### config.mk
export PLATFORM = sky130hd
export DESIGN_NAME = instr_prefetch
export DESIGN_NICKNAME = d
export VERILOG_FILES = /design/src/rtl/fetch_pkg.sv /design/src/rtl/prefetch_fifo.sv /design/src/rtl/instr_prefetch.sv
export SDC_FILE = /design/constraint.sdc
export NUM_CORES = 1
export LEC_CHECK = 0
export ABC_AREA = 0
export BUFFER_PORTS_ARGS = -buffer_cell sky130_fd_sc_hd__buf_2
export CAP_MARGIN = 20
export CORE_ASPECT_RATIO = 1.2
export CORE_UTILIZATION = 35
export CTS_BUF_LIST = sky130_fd_sc_hd__clkbuf_4 sky130_fd_sc_hd__clkbuf_8
export DETAILED_ROUTE_END_ITERATION = 10
export MAX_ROUTING_LAYER = met4
export PLACE_DENSITY_LB_ADDON = 0.15
export SYNTH_ARGS = -nofsm -noshare
export SYNTH_HDL_FRONTEND = slang
export SYNTH_SLANG_ARGS = --single-unit
### constraint.sdc
create_clock -name clk -period 9 [get_ports clk]
set_input_delay 0.9 -clock clk [delete_from_list [all_inputs] [get_ports clk]]
set_output_delay 0.9 -clock clk [all_outputs]
set_load 0.01 [all_outputs]
### src/rtl/fetch_pkg.sv
// Shared entry type and constants for the instruction prefetch buffer.
package fetch_pkg;

    typedef struct packed {
        logic [31:0] addr;
        logic [31:0] rdata;
        logic        err;
    } fetch_entry_t;

    // Counters are sized for the largest legal NUM_REQS (8) and must hold 0..8.
    localparam int          MAX_REQS  = 8;
    localparam int          OUT_CNT_W = $clog2(MAX_REQS + 1);
    localparam logic [31:0] WORD_INC  = 32'd4;

endpackage

### src/rtl/prefetch_fifo.sv
// Shift-register FIFO of fetch entries; slot 0 is always the head, so the
// head is a plain register with no read multiplexer.
module prefetch_fifo
    import fetch_pkg::*;
#(
    parameter int DEPTH = 2
) (
    input  logic                 clk,
    input  logic                 rstn,
    input  logic                 push,
    input  fetch_entry_t         push_data,
    input  logic                 pop,
    input  logic                 clear,
    output logic [OUT_CNT_W-1:0] count,
    output fetch_entry_t         head
);

    localparam logic [OUT_CNT_W-1:0] CNT_ONE = OUT_CNT_W'(1);

    fetch_entry_t         mem [DEPTH];
    logic                 push_en;
    logic                 pop_en;
    logic [OUT_CNT_W-1:0] wr_idx;

    assign pop_en  = pop && !clear && (count != '0);
    assign push_en = push && !clear && ((count < OUT_CNT_W'(DEPTH)) || pop_en);
    // A simultaneous pop shifts everything down, so the write lands one slot lower.
    assign wr_idx  = pop_en ? count - CNT_ONE : count;

    always_ff @(posedge clk or negedge rstn) begin
        if (!rstn) begin
            count <= '0;
        end else if (clear) begin
            count <= '0;
        end else if (push_en && !pop_en) begin
            count <= count + CNT_ONE;
        end else if (pop_en && !push_en) begin
            count <= count - CNT_ONE;
        end
    end

    always_ff @(posedge clk) begin
        for (int i = 0; i < DEPTH; i++) begin
            if (push_en && (wr_idx == OUT_CNT_W'(i))) begin
                mem[i] <= push_data;
            end else if (pop_en) begin
                mem[i] <= mem[(i < DEPTH - 1) ? i + 1 : i];
            end
        end
    end

    assign head = mem[0];

endmodule

### src/rtl/instr_prefetch.sv
// Instruction prefetch buffer: in-order word fetches on the instruction bus,
// responses queued for the fetch stage. Macro PREFETCH_BUS_ERR_EN carries bus
// errors per entry and halts fetching after an error until the next redirect.
module instr_prefetch
    import fetch_pkg::*;
#(
    parameter logic [31:0] PC_RESET = 32'h0,
    parameter int          NUM_REQS = 2
) (
    input  logic        clk,
    input  logic        rstn,
    input  logic        req_i,
    input  logic        branch_i,
    input  logic [31:0] branch_addr_i,
    input  logic        ready_i,
    output logic        valid_o,
    output logic [31:0] rdata_o,
    output logic [31:0] addr_o,
    output logic        err_o,
    output logic        busy_o,
    output logic        instr_req_o,
    input  logic        instr_gnt_i,
    output logic [31:0] instr_addr_o,
    input  logic [31:0] instr_rdata_i,
    input  logic        instr_err_i,
    input  logic        instr_rvalid_i
);

    localparam logic [OUT_CNT_W-1:0] CNT_ONE = OUT_CNT_W'(1);
    localparam logic [OUT_CNT_W:0]   CREDITS = (OUT_CNT_W + 1)'(NUM_REQS);

    logic [31:0]          fetch_addr_q;
    logic [31:0]          resp_addr_q;
    logic [31:0]          branch_target;
    logic [OUT_CNT_W-1:0] out_cnt_q;
    logic [OUT_CNT_W-1:0] out_cnt_nxt;
    logic [OUT_CNT_W-1:0] disc_cnt_q;
    logic [OUT_CNT_W-1:0] fifo_cnt;
    logic [OUT_CNT_W:0]   in_use;
    logic                 stop;
    logic                 grant;
    logic                 rvalid_ok;
    logic                 drop;
    logic                 push;
    logic                 pop;
    fetch_entry_t         push_entry;
    fetch_entry_t         head;
    logic                 unused_bits;

    assign branch_target = {branch_addr_i[31:2], 2'b00};

    // Slots already spoken for: in flight on the bus plus waiting in the FIFO.
    assign in_use      = {1'b0, out_cnt_q} + {1'b0, fifo_cnt};
    assign instr_req_o = req_i && !stop && !branch_i && (in_use < CREDITS);
    assign grant       = instr_req_o && instr_gnt_i;
    assign rvalid_ok   = instr_rvalid_i && (out_cnt_q != '0);
    assign drop        = rvalid_ok && (disc_cnt_q != '0);
    assign push        = rvalid_ok && !drop && !branch_i;
    assign pop         = valid_o && ready_i && !branch_i;

    always_comb begin
        out_cnt_nxt = out_cnt_q;
        if (grant && !rvalid_ok) begin
            out_cnt_nxt = out_cnt_q + CNT_ONE;
        end else if (!grant && rvalid_ok) begin
            out_cnt_nxt = out_cnt_q - CNT_ONE;
        end
    end

    // resp_addr_q tracks the address of the next kept response; responses still
    // owed from before a redirect are all dropped before new ones arrive.
    always_ff @(posedge clk or negedge rstn) begin
        if (!rstn) begin
            fetch_addr_q <= {PC_RESET[31:2], 2'b00};
            resp_addr_q  <= {PC_RESET[31:2], 2'b00};
            out_cnt_q    <= '0;
            disc_cnt_q   <= '0;
        end else begin
            out_cnt_q <= out_cnt_nxt;
            if (branch_i) begin
                fetch_addr_q <= branch_target;
                resp_addr_q  <= branch_target;
                disc_cnt_q   <= out_cnt_nxt;
            end else begin
                if (grant) fetch_addr_q <= fetch_addr_q + WORD_INC;
                if (push)  resp_addr_q  <= resp_addr_q + WORD_INC;
                if (drop)  disc_cnt_q   <= disc_cnt_q - CNT_ONE;
            end
        end
    end

`ifdef PREFETCH_BUS_ERR_EN
    logic stop_q;

    always_ff @(posedge clk or negedge rstn) begin
        if (!rstn) begin
            stop_q <= 1'b0;
        end else if (branch_i) begin
            stop_q <= 1'b0;
        end else if (push && instr_err_i) begin
            stop_q <= 1'b1;
        end
    end

    assign stop        = stop_q;
    assign push_entry  = '{addr: resp_addr_q, rdata: instr_rdata_i, err: instr_err_i};
    assign err_o       = valid_o && head.err;
    assign unused_bits = ^branch_addr_i[1:0];
`else
    assign stop        = 1'b0;
    assign push_entry  = '{addr: resp_addr_q, rdata: instr_rdata_i, err: 1'b0};
    assign err_o       = 1'b0;
    assign unused_bits = ^branch_addr_i[1:0] ^ instr_err_i ^ head.err;
`endif

    prefetch_fifo #(
        .DEPTH (NUM_REQS)
    ) u_fifo (
        .clk       (clk),
        .rstn      (rstn),
        .push      (push),
        .push_data (push_entry),
        .pop       (pop),
        .clear     (branch_i),
        .count     (fifo_cnt),
        .head      (head)
    );

    assign valid_o      = (fifo_cnt != '0);
    assign rdata_o      = head.rdata;
    assign addr_o       = head.addr;
    assign busy_o       = (out_cnt_q != '0);
    assign instr_addr_o = fetch_addr_q;

endmodule

==> metrics <==
Mapped Cells ~710; Lkg Pwr about 4.0 nW; worst r2r path cells 8; ys async rst share 0.367; postcts setup bufs 0; Root Buffer clkbuf_8; slowest stage delay, CP around 0.52 ns; worst-path maximum fanout 8; Final Instance Count excl. Fillers ~1,200; post-route antenna net violation count 0; Max Clock Skew ~0.018 ns; Worst R2R Setup Slack between 5 and 6 ns; # fillers roughly 2,500; I/O pin count 172; Detailed Route Iter0 Violations 325; RSZ-0062 raised after global routing false; clk_lat worst skew around 0.47 ns; Avg Cell Area, Syn between 10 and 15 µm²; EDFF count, synth between 100 and 150; initial antenna violation count 0; setup TNS 0 ns; DR WL/cell ~18 µm; status complete, no violations; Initial DRT Pass Iterations 5; RR Endpoint u_fifo.mem[0][45]; die span in y ~180 µm; FP Rows 64; gr ovfl total 0; Final Critical Period roughly 3.5 ns; Hold Fails Final Rpt 0; Reg-to-Reg Start u_fifo.count[0]; Max VDD drop between 90 and 100 µV; Mapped Area around 0.009 mm²; Setup WS pre-CTS approximately 5.5 ns; # clock sinks around 200; top-count cell post-synth edfxtp_1; hold path start resp_addr_q[26]; Worst Path Arrival 2.61 ns; GRT Overall Usage 0.173; critical path data required time about 8 ns; CP cell instances nand2_1 -> fa_1 -> nand4bb_1 -> nor4_2 -> and2_1 -> buf_2; die width between 100 and 150 µm; Seq cells post-synth between 150 and 200; hold path endpoint u_fifo.mem[1][59]; Antenna diodes 0; Power per Cell Area approximately 220 mW/mm²; Worst-path clk slew 0.11 ns; nets 957; Initial Util 0.357; MaxCap Viol Count 0; clk buf depth 2; CTS HTree Levels 4; fin crit share 0.390; top-area cell type share of the netlist area 0.409; DRC viols 0; Worst Hold Depth 0; worst setup margin 5.49 ns; final count of negative-setup-slack endpoints 0; I/O Buffers around 160; Final Max Slew Viols 0; CP Class flop to primary output; first-pass GRT wire length ~34 mm; cell taking the most area after synthesis edfxtp_1; delay-heaviest family, CP simple AND/OR/NAND/NOR gates; Hold WC Path Type flop to flop; Unique masters post-synth 60; RD Place Congestion approximately 0.85; largest net degree at the start of global routing between 70 and 80; ranking of synthesized cells by area edfxtp_1 41%, dfrtp_1 20%, mux2_2 8.4%; total CTS buffers 17; CP Capture Type primary output; Critical Path Source Type flop; WL final about 22 mm; vias in the first global route 6,018; Seq/Total Area, Yosys 0.606; Synth top cells by count 124 x edfxtp_1, 72 x dfrtp_1, 68 x mux2_2; Ys Warns 0; placed wire-length estimate between 10 and 15 mm; CTS tree built; core area between 0.02 and 0.03 mm²; max_slew headroom 0.271; final design utilization 0.415; Layout area overhead 16.2%; WP buf/inv 1; Worst Tran Pin Value between 1 and 1.5 ns; FMAX approximately 280 MHz; CP max-delay cell dfrtp_1; post-CTS resize count 0; hold-fix buffers at CTS 0; top_reg_cell synth edfxtp_1; via-per-instance ratio roughly 5.2; dpl cells roughly 1,200; Die ar. between 0.02 and 0.03 mm²; layout cells sized above 1 0.323; routed vias ~6,300
-- per-stage QoR --
stage	area (µm²)	hold slack [ns]	total power, mW
after floorplan	9130	0.441	1.64
after global placement	10200	0.459	1.85
after detailed placement	10200	0.473	1.85
after CTS	10600	0.501	2.39
after global routing	10600	0.518	2.50
final	10600	0.498	2.35
-- cell usage in the layout, fill, tap and decap left out, types with 19 or more instances in the layout --
cell type / Yosys / layout
nand3_1: 28 / 28
dfrtp_1: 72 / 72
xor2_1: 19 / 19
o21ai_0: 26 / 26
a21oi_1: 20 / 19
nor2_1: 23 / 23
buf_2: 8 / 163
nand4_1: 36 / 36
nand2_1: 51 / 51
edfxtp_1: 124 / 124
mux2_2: 68 / 68
inv_1: 23 / 22
-- registers in the layout, summed over array words and instances (netlist names) --
| register | flops |
|---|---|
| disc_cnt_q | 4 |
| u_fifo.mem | 124 |
| instr_addr_o | 30 |
| resp_addr_q | 30 |
| out_cnt_q | 4 |
| u_fifo.count | 4 |
-- final cells by class --
class | instances | area [µm²] | share of cell area
flip-flops and latches | 196 | 5530 | 0.522
multi-input cells | 461 | 3330 | 0.315
repair buffers | 172 | 883 | 0.0834
well taps | 330 | 413 | 0.0390
clock buffers | 18 | 241 | 0.0228
clock inverters | 14 | 106 | 0.0100
inverters | 24 | 90.1 | 0.00851
-- worst reg2reg max path: stages, from the launching register on --
cell	delay, ns
dfrtp_1	0.50
inv_1	0.22
ha_1	0.20
or3b_2	0.46
nand2_1	0.30
nor2_1	0.12
o41ai_4	0.08
buf_4	0.69
mux2_2	0.55
-- report_power, final --
group / total, mW / leakage, nW / internal [mW] / switching [mW]
Clock: 0.525 / 0.168 / 0.197 / 0.328
Combinational: 0.605 / 1.85 / 0.256 / 0.349
Sequential: 1.22 / 1.99 / 1.12 / 0.102
Total: 2.35 / 4.01 / 1.57 / 0.778
-- worst max path at each step --
stage               slack (ns)       startpoint                end  depth (start not counted)
floorplan                 2.10  u_fifo.count[0]  u_fifo.mem[1][10]                          7
global placement          5.49         branch_i      disc_cnt_q[0]                          6
detailed placement        5.48         branch_i    instr_addr_o[5]                          6
CTS                       5.42  u_fifo.count[0]        instr_req_o                          6
global route              5.30  u_fifo.count[1]        instr_req_o                          6
finish                    5.49  u_fifo.count[0]        instr_req_o                          6
-- layer usage --
metal / up-vias / global-route usage / wire length [µm]
met3: 15 / 0.0356 / 1170
met4: 0 / 0.0612 / 294
met5: - / - / 0
met2: 211 / 0.253 / 9720
met1: 3043 / 0.236 / 10600
li1: 2997 / - / -
-- kinds of logic after synthesis --
| family | count (synthesis) | synth area share |
|---|---|---|
| fa+ha+maj | 13 | 0.0187 |
| other cells | 1 | 0.000411 |
| mux | 72 | 0.0885 |
| flops | 196 | 0.606 |
| buf+inv | 61 | 0.0332 |
| simple gates | 227 | 0.139 |
| xor+xnor | 36 | 0.0346 |
| compound gates | 108 | 0.0793 |
Note: power is estimated with default switching activity, not from simulation.
